==> src/rtl/ysyx_22041207_trap_pkg.sv <==
// ysyx_22041207_trap_pkg: shared state, request-type and cause encodings for the trap controller
package ysyx_22041207_trap_pkg;
  typedef enum logic [1:0] {IDLE = 2'd0, SAVE = 2'd1, MRET = 2'd2, REDIR = 2'd3} state_e;
  localparam logic [1:0] REQ_ECALL = 2'd0;
  localparam logic [1:0] REQ_ILLEGAL = 2'd1;
  localparam logic [1:0] REQ_MRET = 2'd2;
  localparam logic [1:0] REQ_RSVD = 2'd3;
  localparam logic [3:0] CAUSE_ILLEGAL = 4'd2;
  localparam logic [3:0] CAUSE_TIMER = 4'd7;
  localparam logic [3:0] CAUSE_ECALL = 4'd11;
  function automatic logic [3:0] sync_cause(input logic [1:0] t);
    return t == REQ_ECALL ? CAUSE_ECALL : CAUSE_ILLEGAL;
  endfunction
endpackage

==> src/rtl/ysyx_22041207_trap_ctrl.sv <==
// ysyx_22041207_trap_ctrl: trap entry / mret sequencer with CSR strobes and fetch redirect
// Define YSYX_22041207_TIMER_IRQ_EN to add the machine timer interrupt input.
module ysyx_22041207_trap_ctrl
  import ysyx_22041207_trap_pkg::*;
#(
  parameter int XLEN = 64
) (
  input  logic            clk,
  input  logic            rst,
  input  logic            req_valid,
  input  logic [1:0]      req_type,
  input  logic [XLEN-1:0] req_pc,
  output logic            req_ready,
  input  logic [XLEN-1:0] mtvec_i,
  input  logic [XLEN-1:0] mepc_i,
  input  logic [XLEN-1:0] mstatus_i,
`ifdef YSYX_22041207_TIMER_IRQ_EN
  input  logic            irq_timer,
`endif
  output logic            wMepc,
  output logic [XLEN-1:0] mepc_v,
  output logic            wMcause,
  output logic [XLEN-1:0] mcause_v,
  output logic            panic,
  output logic            pc_mret,
  output logic            redirect_valid,
  output logic [XLEN-1:0] redirect_pc,
  input  logic            redirect_ready,
  output logic            flush
);
  state_e state_q, state_d;
  logic [XLEN-1:0] pc_q, pc_d, rpc_q, rpc_d, trap_tgt;
  logic [3:0] cause_q, cause_d;
  logic irq_q, irq_d, take_irq, save;
  logic unused;
  assign unused = ^{mstatus_i, mtvec_i[1:0]};
`ifdef YSYX_22041207_TIMER_IRQ_EN
  assign take_irq = irq_timer & mstatus_i[3] & ~req_valid;
  assign trap_tgt = {mtvec_i[XLEN-1:2], 2'b00} + ((irq_q && mtvec_i[0]) ? XLEN'(4 * CAUSE_TIMER) : '0);
`else
  assign take_irq = 1'b0;
  assign trap_tgt = {mtvec_i[XLEN-1:2], 2'b00};
`endif
  always_comb begin
    state_d = state_q;
    pc_d = pc_q;
    rpc_d = rpc_q;
    cause_d = cause_q;
    irq_d = irq_q;
    unique case (state_q)
      IDLE: begin
        if (req_valid) begin
          state_d = req_type == REQ_MRET ? MRET : SAVE;
          pc_d = req_pc;
          cause_d = sync_cause(req_type);
          irq_d = 1'b0;
        end else if (take_irq) begin
          state_d = SAVE;
          pc_d = req_pc;
          cause_d = CAUSE_TIMER;
          irq_d = 1'b1;
        end
      end
      SAVE: begin
        rpc_d = trap_tgt;
        state_d = REDIR;
      end
      MRET: begin
        rpc_d = mepc_i;
        state_d = REDIR;
      end
      REDIR: state_d = redirect_ready ? IDLE : REDIR;
      default: state_d = IDLE;
    endcase
  end
  always_ff @(posedge clk or posedge rst) begin
    if (rst) begin
      state_q <= IDLE;
      pc_q <= '0;
      rpc_q <= '0;
      cause_q <= '0;
      irq_q <= 1'b0;
    end else begin
      state_q <= state_d;
      pc_q <= pc_d;
      rpc_q <= rpc_d;
      cause_q <= cause_d;
      irq_q <= irq_d;
    end
  end
  assign save = state_q == SAVE;
  assign wMepc = save;
  assign wMcause = save;
  assign panic = save;
  assign pc_mret = state_q == MRET;
  // interrupts record the exact PC; synchronous traps record the aligned PC
  assign mepc_v = save ? (irq_q ? pc_q : {pc_q[XLEN-1:2], 2'b00}) : '0;
  assign mcause_v = save ? {irq_q, {(XLEN-5){1'b0}}, cause_q} : '0;
  assign redirect_valid = state_q == REDIR;
  assign redirect_pc = rpc_q;
  assign flush = state_q != IDLE;
  assign req_ready = state_q == IDLE;
endmodule
==> config.mk <==
export PLATFORM = sky130hd
export DESIGN_NAME = ysyx_22041207_trap_ctrl
export DESIGN_NICKNAME = d
export VERILOG_FILES = /design/src/rtl/ysyx_22041207_trap_pkg.sv /design/src/rtl/ysyx_22041207_trap_ctrl.sv
export SDC_FILE = /design/constraint.sdc
export NUM_CORES = 1
export LEC_CHECK = 0
export CORE_AREA = 2 2 179 181
export CTS_CLUSTER_DIAMETER = 200
export DETAILED_ROUTE_END_ITERATION = 6
export DIE_AREA = 0 0 181 183
export DONT_BUFFER_PORTS = 1
export PLACE_DENSITY = 0.39
export SLEW_MARGIN = 30
export SYNTH_ARGS = -nofsm -noshare
export SYNTH_HDL_FRONTEND = slang
export SYNTH_SLANG_ARGS = --single-unit
==> constraint.sdc <==
create_clock -name clk -period 4 [get_ports clk]
set_input_delay 0.4 -clock clk [delete_from_list [all_inputs] [get_ports clk]]
set_output_delay 0.4 -clock clk [all_outputs]
set_load 0.02 [all_outputs]
---- Word-level counts from Yosys, hierarchy flattened ----
Index checks and enable logic that the tools add are counted.
cells by class
  equality and inequality tests ........... 5
  muxes and demuxes ....................... 8
  reductions and logical operators ........ 6
operators by type and width
  kind                number
  $pmux 64 s2         1
  $mux 64             1
  $mux 4              2
  $eq 2x2->1 const B  3
  $mux 2              3
  $pmux 2 s3          1
  $logic_not 2->1     2
  $reduce_bool 2->1   2
  $eq 2x1->1 const B  1
  $ne 2x2->1 const B  1
  $reduce_and 2->1    1
  $reduce_or 2->1     1
word-level totals
  flip-flop bits (word level) ............. 134
  output and inout port bits .............. 199
  word-level logic and storage cells ...... 23
  bits of input ports ..................... 262

---- Depth between registers and ports, before layout ----
  depth after elaboration ................. 4
  mapped depth ............................ 7

---- Worst setup path before layout ----
No wires, ideal clock.
  path type ............................... reg2out
  start ................................... register state_q[1]
  end ..................................... output mcause_v[3]
  slack ................................... 1.905 ns
  data arrival time ....................... 1.695 ns
  cell stages (with the launch flop) ...... 7
  cells stage by stage .................... dfrtp_1 inv_1 ha_1 clkbuf_1 clkbuf_1 and2_1 buf_4
on the way
  cells in the longest elaborated chain, start to end .. 2
ends and longest elaborated chain
  what                    RTL line                       text
  from (decl)             ysyx_22041207_trap_ctrl.sv:31  state_e state_q, state_d;
  from (signal assigned)  ysyx_22041207_trap_ctrl.sv:84  state_q <= state_d;
  $eq 2x1->1              ysyx_22041207_trap_ctrl.sv:91  assign save = state_q == SAVE;
  via panic               ysyx_22041207_trap_ctrl.sv:24  output logic panic,
  $mux 4                  ysyx_22041207_trap_ctrl.sv:98  assign mcause_v = save ? {irq_q, {(XLEN-5){1'b0}}, cause_q} : '0;
  to (decl)               ysyx_22041207_trap_ctrl.sv:23  output logic [XLEN-1:0] mcause_v,
The timed path passes the listed nets, and every way through them passes these cells.

---- Worst setup path in the final report ----
  start ................................... register state_q[1]
  end ..................................... output mepc_v[21]
on the way
  cells in the longest elaborated chain, start to end .. 2
ends and longest elaborated chain
  what        RTL line                       text
  $eq 2x1->1  ysyx_22041207_trap_ctrl.sv:91
  $mux 64     ysyx_22041207_trap_ctrl.sv:97  assign mepc_v = save ? (irq_q ? pc_q : {pc_q[XLEN-1:2], 2'b00}) : '0;
  to (decl)   ysyx_22041207_trap_ctrl.sv:21  output logic [XLEN-1:0] mepc_v,
Every way passes these cells.

==> run summary <==
Tot Pwr: 7.26 mW
Finish-stage setup viols: 0
worst-margin pin slew: 0.950 ns
Nets: 823
Syn. warnings: 0
Buf+Inv Stages, Crit Path: 2
Critical Path End Type: output pin
kind of cell adding the most delay to the critical path: adder cells
CP Data Required Time: 3.60 ns
cells after synthesis: 569
CP Launch Type: flop
skew final: 0.00640 ns
diodes inserted: 0
FMAX: 354 MHz
first-pass GRT wire length: 23,700 um
status: complete, no violations
cell row count: 65
leak pwr: 3.25 nW
average wire per standard cell: 16.6 um
TritonCTS Buffers: 17
fin crit share: 70.6%
H-tree levels: 4
fin crit period: 2.82 ns
initial drt markers: 93
Worst path slowest cell: ha_2
crit-path cells: inv_1, ha_2, buf_4, and2_1
register area share after synthesis: 49.6%
largest net degree at the start of global routing: 84
die height: 183 um
placer congestion estimate: 0.722
CTS max path bufs: 2
# clock sinks: 130
Vias/cell: 3.90
I/O Pins: 461
Worst-Skew Late Latency: 0.41 ns
Post-synth top flop: dfrtp_1
HPWL after DPL: 11,800 um
DRC viols: 0
RSZ-0062 raised after global routing: false
layout cells sized above 1: 18.1%
via count: 3,783
async set-reset flop share out of synthesis: 100%
synth unique cells: 23
Slew headroom: 36.7%
hold crit path type: in -> reg
largest stage delay on the critical path: 0.61 ns
Die W: 181 um
Overflow after GRT: 0
Post-synth EDFFs: 0
Max Slew Vio Count: 0
Worst VDD drop: 0.671 mV
CTS clock-pin slew for the worst setup and hold paths: 0.06 ns
Die Area: 0.0331 mm2
CTS tree: done
Core Box Area: 0.0312 mm2
All-Layer GR Usage: 9.53%
Fin. Hold Viols: 0
synthesized cell area: 0.00656 mm2
Synth Register Bits: 130
power per cell area: 997 mW/mm2
Starting Density: 21.0%
maxcap violations: 0
ANT nets after route: 0
critical path class: reg -> out
Reg2Reg Setup Slack: 1.76 ns
initial antenna violation count: 1
vias in the first global route: 3,957
Total Wirelength: 16,100 um
area delta synth->final: 11.1%
Syn Area/Cell: 11.5 um2
CP Max Fanout: 44
Pre-antenna DRT Iters: 4
clk root buf: clkbuf_16
crit path DAT: 2.42 ns
IO buf count: 0
Setup TNS: 0 ns
[what timing repair did]
item,4_1_cts,5_1_grt
hold buffers,1,0
resized for setup,0,0
buffers inserted,0,0
endpoints found under the hold margin,71,0
[cells in the mapped netlist (2+ instances only)]
cell	count	area share [%]
a21oi_1	63	4.8
and2_1	64	6.1
buf_1	4	0.23
buf_2	4	0.31
buf_4	73	8.4
buf_6	6	1.0
clkbuf_1	14	0.80
dfrtp_1	130	50
ha_1	4	0.76
inv_1	7	0.40
mux2_2	15	2.6
mux2_4	47	11
mux2i_1	62	9.5
nand2_1	2	0.11
nand3_1	2	0.15
nor2_1	62	3.6
o21ai_0	4	0.31
[worst paths after layout]
path                                        startpoint                          end  depth (start not counted)
worst max-delay path            state_q[1]$_DFFE_PP0P_                   mepc_v[21]                          4
worst max register to register  state_q[1]$_DFFE_PP0P_         pc_q[30]$_DFFE_PP0P_                          5
worst min-delay path                       req_type[0]       cause_q[0]$_DFFE_PP0P_                          1
min in group asynchronous                          rst         pc_q[13]$_DFFE_PP0P_                          2
worst min register to register  cause_q[1]$_DFFE_PP0P_       cause_q[1]$_DFFE_PP0P_                          1
max in group asynchronous                          rst  redirect_pc[11]$_DFFE_PP0P_                          3
[cells by family after synthesis]
family                     after synthesis  share of synthesized area [%]
and+or+nand+nor                        132                           10.2
DFF                                    130                           49.6
muxes                                  124                           22.8
buffers and inverters                  108                           11.1
AOI/OAI and AO/OA                       70                           5.46
adders and majority gates                4                          0.764
other                                    1                         0.0572
[routing by layer]
| metal | GRT usage [%] | routed length (um) | up-vias |
|---|---|---|---|
| met4 | 4.29 | 233 | 0 |
| met3 | 3.38 | 1210 | 11 |
| met5 | 0 | 0 | - |
| li1 | - | - | 1749 |
| met2 | 16.0 | 8380 | 204 |
| met1 | 10.9 | 6300 | 1819 |
[metrics by stage]
step | util (%) | instance area, um2 | hold slack, ns | worst slack, ns | std cells
3_5_place_dp | 21.4 | 6680 | 0.437 | 1.56 | 939
3_3_place_gp | 21.4 | 6680 | 0.422 | 1.61 | 939
4_1_cts | 23.3 | 7280 | 0.0510 | 1.09 | 971
6_report | 23.3 | 7280 | 0.0835 | 1.18 | 971
2_1_floorplan | - | 6790 | 0.426 | 0.131 | 631
5_1_grt | 23.3 | 7280 | 0.0559 | 0.985 | 971
[report_power, final]
group          internal (mW)  switching, mW  leakage (nW)
clock                  0.981          0.593         0.285
combinational           1.18           1.65          1.47
sequential              2.01          0.844          1.50
[state kept, by name, indices dropped and copies added (netlist names)]
signal / cells
redirect_pc: 64
pc_q: 62
cause_q: 2
state_q: 2
[cell usage in the layout, fill, tap and decap left out, types with 2 or more instances in the layout]
cell type,count
o21ai_0,4
bufinv_16,2
clkinv_4,2
buf_4,7
a21oi_1,63
inv_1,6
clkinvlp_4,2
clkbuf_8,4
clkinv_2,2
mux2i_1,62
nand3_1,2
mux2_2,15
conb_1,63
and2_1,64
clkbuf_1,2
mux2_4,47
dfrtp_1,130
clkbuf_16,17
ha_4,2
nor2_1,62
[final cells by class]
class	instances	area, um2
fill	3336	23900
sequential	130	3250
multi-input combinational	393	2840
tap	402	503
clock buffer	23	488
clock inverter	8	103
timing repair buffer	8	62.6
inverter	7	31.3
Note: power is estimated with default switching activity, not from simulation.
